===== config.mk =====
export PLATFORM = sky130hd
export DESIGN_NAME = tmds_video_encoder
export DESIGN_NICKNAME = d
export VERILOG_FILES = /design/src/rtl/tmds_video_encoder.sv
export SDC_FILE = /design/constraint.sdc
export NUM_CORES = 1
export LEC_CHECK = 0
export ABC_AREA = 1
export CAP_MARGIN = 5
export CORE_UTILIZATION = 54
export DETAILED_ROUTE_END_ITERATION = 8
export MAX_ROUTING_LAYER = met4
export PLACE_DENSITY = 0.75
export SLEW_MARGIN = 30
export SYNTH_ARGS = -nofsm -noshare
export SYNTH_HDL_FRONTEND = slang
export SYNTH_SLANG_ARGS = --single-unit

===== constraint.sdc =====
create_clock -name pclk -period 3.8 [get_ports pclk]
set_input_delay 0.57 -clock pclk [delete_from_list [all_inputs] [get_ports pclk]]
set_output_delay 0.57 -clock pclk [all_outputs]
set_load 0.01 [all_outputs]

===== src/rtl/tmds_video_encoder.sv =====
// tmds_video_encoder: three-channel pixel-rate TMDS encoder.
// HDMI mode inserts video preamble and leading guard band via look-ahead.
module tmds_video_encoder #(
  parameter int HDMI_MODE    = 1,
  parameter int PREAMBLE_LEN = 8,
  parameter int GUARD_LEN    = 2
) (
  input  logic       pclk,
  input  logic       rst_n,
  input  logic [7:0] in_vga_red,
  input  logic [7:0] in_vga_green,
  input  logic [7:0] in_vga_blue,
  input  logic       in_vga_blank,
  input  logic       in_vga_vsync,
  input  logic       in_vga_hsync,
  output logic [9:0] out_tmds_red,
  output logic [9:0] out_tmds_green,
  output logic [9:0] out_tmds_blue,
  output logic       out_de,
  output logic [1:0] out_period
);
  localparam int LA = PREAMBLE_LEN + GUARD_LEN;
  localparam bit HDMI = (HDMI_MODE != 0);
  localparam logic [9:0] C00 = 10'b1101010100;
  localparam logic [9:0] GB_RB = 10'b1011001100;
  localparam logic [9:0] GB_G = 10'b0100110011;

  typedef enum logic [1:0] {
    P_CTRL  = 2'b00,
    P_PRE   = 2'b01,
    P_GUARD = 2'b10,
    P_VIDEO = 2'b11
  } period_t;

  typedef struct packed {
    logic       de;
    logic       vs;
    logic       hs;
    logic [7:0] r;
    logic [7:0] g;
    logic [7:0] b;
  } slot_t;

  function automatic logic [9:0] ctl(input logic [1:0] c);
    logic [9:0] w;
    unique case (c)
      2'b00:   w = 10'b1101010100;
      2'b01:   w = 10'b0010101011;
      2'b10:   w = 10'b0101010100;
      default: w = 10'b1010101011;
    endcase
    return w;
  endfunction

  function automatic logic [8:0] stage_a(input logic [7:0] d);
    logic [3:0] n1;
    logic       x;
    logic [8:0] q;
    n1 = 4'($countones(d));
    x = (n1 > 4'd4) || (n1 == 4'd4 && !d[0]);
    q = '0;
    q[0] = d[0];
    for (int i = 1; i < 8; i++)
      q[i] = x ? ~(q[i-1] ^ d[i]) : (q[i-1] ^ d[i]);
    q[8] = ~x;
    return q;
  endfunction

  // Returns {new_cnt, word}; diff is n1-n0 of q_m[7:0]
  function automatic logic [14:0] stage_b(
    input logic [8:0]        qm,
    input logic signed [4:0] cnt
  );
    logic [4:0]        ones;
    logic signed [4:0] diff;
    logic signed [4:0] c;
    logic [9:0]        w;
    ones = 5'($countones(qm[7:0]));
    diff = $signed({ones[3:0], 1'b0}) - 5'sd8;
    if (cnt == 5'sd0 || diff == 5'sd0) begin
      w = {~qm[8], qm[8], qm[8] ? qm[7:0] : ~qm[7:0]};
      c = qm[8] ? cnt + diff : cnt - diff;
    end else if (cnt[4] == diff[4]) begin
      w = {1'b1, qm[8], ~qm[7:0]};
      c = cnt - diff + (qm[8] ? 5'sd2 : 5'sd0);
    end else begin
      w = {1'b0, qm[8], qm[7:0]};
      c = cnt + diff - (qm[8] ? 5'sd0 : 5'sd2);
    end
    return {c, w};
  endfunction

  slot_t [LA:0] s;
  slot_t        din;

  assign din = {~in_vga_blank, in_vga_vsync, in_vga_hsync,
                in_vga_red, in_vga_green, in_vga_blue};

  always_ff @(posedge pclk or negedge rst_n) begin
    if (!rst_n) s <= '0;
    else        s <= {s[LA-1:0], din};
  end

  // ahead[k-1]: pixel k slots after the one being encoded is active
  logic [LA-1:0] ahead;
  logic          hit_g, hit_p;
  period_t       per_nx;

  always_comb begin
    ahead = '0;
    for (int k = 1; k <= LA; k++) ahead[k-1] = s[LA-k].de;
  end

  assign hit_g = HDMI && !s[LA].de && (|ahead[GUARD_LEN-1:0]);
  assign hit_p = HDMI && !s[LA].de && !hit_g && (|ahead);

  always_comb begin
    per_nx = P_CTRL;
    unique case (1'b1)
      s[LA].de: per_nx = P_VIDEO;
      hit_g:    per_nx = P_GUARD;
      hit_p:    per_nx = P_PRE;
      default:  per_nx = P_CTRL;
    endcase
  end

  period_t    per_a;
  logic       vs_a, hs_a;
  logic [8:0] qm_r, qm_g, qm_b;

  always_ff @(posedge pclk or negedge rst_n) begin
    if (!rst_n) begin
      per_a <= P_CTRL;
      vs_a  <= 1'b0;
      hs_a  <= 1'b0;
      qm_r  <= '0;
      qm_g  <= '0;
      qm_b  <= '0;
    end else begin
      per_a <= per_nx;
      vs_a  <= s[LA].vs;
      hs_a  <= s[LA].hs;
      qm_r  <= stage_a(s[LA].r);
      qm_g  <= stage_a(s[LA].g);
      qm_b  <= stage_a(s[LA].b);
    end
  end

  logic signed [4:0] cnt_r, cnt_g, cnt_b;
  logic signed [4:0] c_r, c_g, c_b;
  logic [9:0]        w_r, w_g, w_b;

  always_comb begin
    w_r = C00;
    w_g = C00;
    w_b = ctl({vs_a, hs_a});
    c_r = '0;
    c_g = '0;
    c_b = '0;
    unique case (per_a)
      P_VIDEO: begin
        {c_r, w_r} = stage_b(qm_r, cnt_r);
        {c_g, w_g} = stage_b(qm_g, cnt_g);
        {c_b, w_b} = stage_b(qm_b, cnt_b);
      end
      P_GUARD: begin
        w_r = GB_RB;
        w_g = GB_G;
        w_b = GB_RB;
      end
      P_PRE:   w_g = ctl(2'b01);
      default: ;
    endcase
  end

  always_ff @(posedge pclk or negedge rst_n) begin
    if (!rst_n) begin
      cnt_r          <= '0;
      cnt_g          <= '0;
      cnt_b          <= '0;
      out_tmds_red   <= C00;
      out_tmds_green <= C00;
      out_tmds_blue  <= C00;
      out_de         <= 1'b0;
      out_period     <= 2'b00;
    end else begin
      cnt_r          <= c_r;
      cnt_g          <= c_g;
      cnt_b          <= c_b;
      out_tmds_red   <= w_r;
      out_tmds_green <= w_g;
      out_tmds_blue  <= w_b;
      out_de         <= (per_a == P_VIDEO);
      out_period     <= per_a;
    end
  end

endmodule


==> impl_metrics.yaml <==
clock_tree:
  cts_made_buffers: 37
  clk_latency_ns: 0.51
  path_clk_slew_ns: 0.06
  cts_sinks: 373
  clockBufferDepth: 3
  ctsHtreeMaxLevel: 2
  cts_tree: "built"
  root_buffer: "clkbuf_16"
floorplan:
  fp.dieW_um: 158
  initial_core_util_pct: 55.6
  core.rowCount: 56
  core_um2: 23700
  die-area_um2: 25000
  fp.dieH_um: 158
  io_pins: 62
setup_path:
  cpMostUsedCell: "fa_1"
  cp_max_fo: 3
  crit_chain: "fa_1 -> inv_1 -> fa_1 -> fa_1 -> inv_2 -> ha_4 -> fa_2 -> buf_12 -> fa_2 -> inv_2 -> ha_4 -> o21ai_2 -> a221oi_2"
  required_ns: 4.21
  cp.arrival_ns: 4.49
  critPathKind: "reg -> reg"
  cp_slowest_cell: "fa_2"
  path_buf_inv: 4
  rrSetupSlack_ns: -0.28
  critPathLaunchType: "register"
  end_kind: "register"
  crit_path_max_incr_delay_ns: 0.56
  path_delay_family: "adder cells"
route:
  antenna_left: 0
  finalWirelength_um: 23700
  drc: 0
  viasPerCell: 4.85
  drtIter0Drc: 364
  wl_per_cell_um: 15.6
  dr.pass1.iters: 4
  num_vias: 7371
timing:
  fin_skew_ns: 0.0111
  finalCriticalPeriod_ns: 4.08
  slew_violations: 0
  setup_tns_ns: -6.58
  fmax_ghz: 0.245
  fin_ws_ns: -0.280
  max_slew_margin_pct: 52.4
  setup_viol: 39
  rsz0062_at_grt: "true"
  fin_crit_sh_pct: 107
  hold_viol: 0
  whs_ns: 0.340
  tightest_slew_ns: 0.707
logic_synthesis:
  avgSynthCellArea_um2: 13.5
  synth_edf_count: 0
  synth_seq_cells: 373
  synth_fp_nets: 1101
  yosysMostFrequentCell: "dfrtp_1"
  yosysSeqAreaShare_pct: 71.0
  synthCells: 978
  synth_area_leaders: "dfrtp_1 (68%), ha_1 (6.1%), nand2_1 (4.6%)"
  ys_top_cells_by_count: "dfrtp_1 (358), nand2_1 (162), inv_1 (132)"
  synthArstFlopShare_pct: 100
  syn_area_um2: 13200
  synth_top_area_share_pct: 68.0
  synth_warnings: 0
  yosysUniqueCellTypes: 37
  synth_area_leader_cell: "dfrtp_1"
  synth_flop_cell: "dfrtp_1"
outcome:
  status: "complete, but fails checks"
  failed_checks: "setup timing"
cells_and_area:
  finish.utilization_pct: 72.2
  drive_gt1_share_pct: 28.7
  nNetsFinal: 1297
  antenna_cells: 0
  fill_cells: 1527
  syn_to_final_growth_pct: 29.9
place:
  hpwl_um: 13900
  gp_congestion: 0.883
  io_buffer_count: 61
global_routing:
  grt_pass1_vias: 7806
  grt_usage_pct: 20.7
  overflow: 0
  grt_max_degree: 119
  antenna_found_initial: 0
  grt_pass1_wl_um: 38300
min_path:
  min_path_type: "reg -> reg"
flow_run:
  drv_cap: 0
==> repair_timing <==
item,4_1_cts,5_1_grt
setup buffers,28,15
endpoints found under the setup margin,41,47
hold buffers,0,1
gates resized for setup,103,93
hold endpoints to repair,0,43
gates cloned,3,0
pin swaps,66,70
==> area by class of cell <==
type	count	area [µm²]	share of cell area, %
repair buffers	159	1500	8.75
inverters	135	532	3.11
flip-flops and latches	373	9350	54.7
clock inverters	12	128	0.746
well taps	319	399	2.33
multi-input cells	467	4130	24.2
repair inverters	1	7.51	0.0439
clock buffers	54	1050	6.14
==> cell usage in the layout, fill, tap and decap left out, types with 5 or more instances in the layout <==
master           count
inv_4                5
clkdlybuf4s50_1     60
buf_12               5
inv_2               16
fa_2                 9
o21ai_0             13
ha_1                46
nand2_2             40
nand4_1              5
inv_1              112
a21oi_1              9
xor2_2               5
xnor2_1              6
clkbuf_1            11
o21ai_1              8
clkbuf_8             6
dfstp_2             15
dfrtp_1            358
buf_6               16
xnor2_2              6
xor2_1              22
a21oi_4              5
nand2_4              9
nand3_2             10
nand3_1             26
ha_4                16
o21ai_2             16
nor2_1              27
nand2_1            114
nor2_2               7
buf_4               75
clkinvlp_4           5
fa_1                21
clkbuf_16           37
==> final timing paths <==
path,from,end,depth (start not counted)
setup / recovery,qm_b[0],cnt_b[2],13
hold / removal,s[155],s[182],0
setup reg to reg,qm_b[0],cnt_b[2],13
hold reg to reg,s[155],s[182],0
max in group asynchronous,rst_n,out_tmds_red[6],4
min in group asynchronous,rst_n,s[106],2
==> worst register-to-register path, stage by stage, from the launching register on <==
cell and delay (ns):
dfrtp_1 0.41, fa_1 0.54, inv_1 0.05, fa_1 0.45, fa_1 0.51, inv_2 0.05
ha_4 0.16, fa_2 0.50, buf_12 0.16, fa_2 0.56, inv_2 0.06, ha_4 0.26
o21ai_2 0.06, a221oi_2 0.23
==> layer usage <==
layer | track usage, % | share of wire, % | up-vias
li1 | - | - | 3450
met1 | 26.0 | 41 | 3722
met2 | 34.5 | 52 | 157
met3 | 3.78 | 4.4 | 42
met4 | 6.00 | 1.7 | 0
met5 | - | 0 | -
==> logic make-up (layout without fill, tap and decap cells) <==
family | Yosys count | count (layout) | share of synthesized area (%)
DFF | 373 | 373 | 71.0
buffers and inverters | 140 | 361 | 4.02
xor gates and xnor gates | 41 | 41 | 2.90
AOI/OAI and AO/OA | 78 | 80 | 3.51
adders and majority gates | 94 | 94 | 10.6
and+or+nand+nor | 252 | 252 | 7.89
==> per-stage QoR <==
| step | instances | instance area [µm²] | setup WS, ns |
|---|---|---|---|
| after floorplan | 978 | 13400 | -0.117 |
| after global placement | 1410 | 14800 | -0.367 |
| after detailed placement | 1410 | 14800 | -0.398 |
| after CTS | 1506 | 16600 | -0.353 |
| after global routing | 1520 | 17100 | -0.430 |
| final | 1520 | 17100 | -0.280 |
==> flip-flops by register name (all words and copies together) (netlist names), 2 cells and up <==
| register | count |
|---|---|
| out_tmds_blue | 10 |
| s | 287 |
| qm_g | 9 |
| cnt_b | 4 |
| out_tmds_green | 10 |
| qm_r | 9 |
| per_a | 2 |
| out_period | 2 |
| qm_b | 9 |
| cnt_g | 4 |
| ahead | 10 |
| out_tmds_red | 10 |
| cnt_r | 4 |
Power is left out: the tool's default activity adds up to more than one toggle a clock period on the data nets, which glitch-free logic cannot reach.
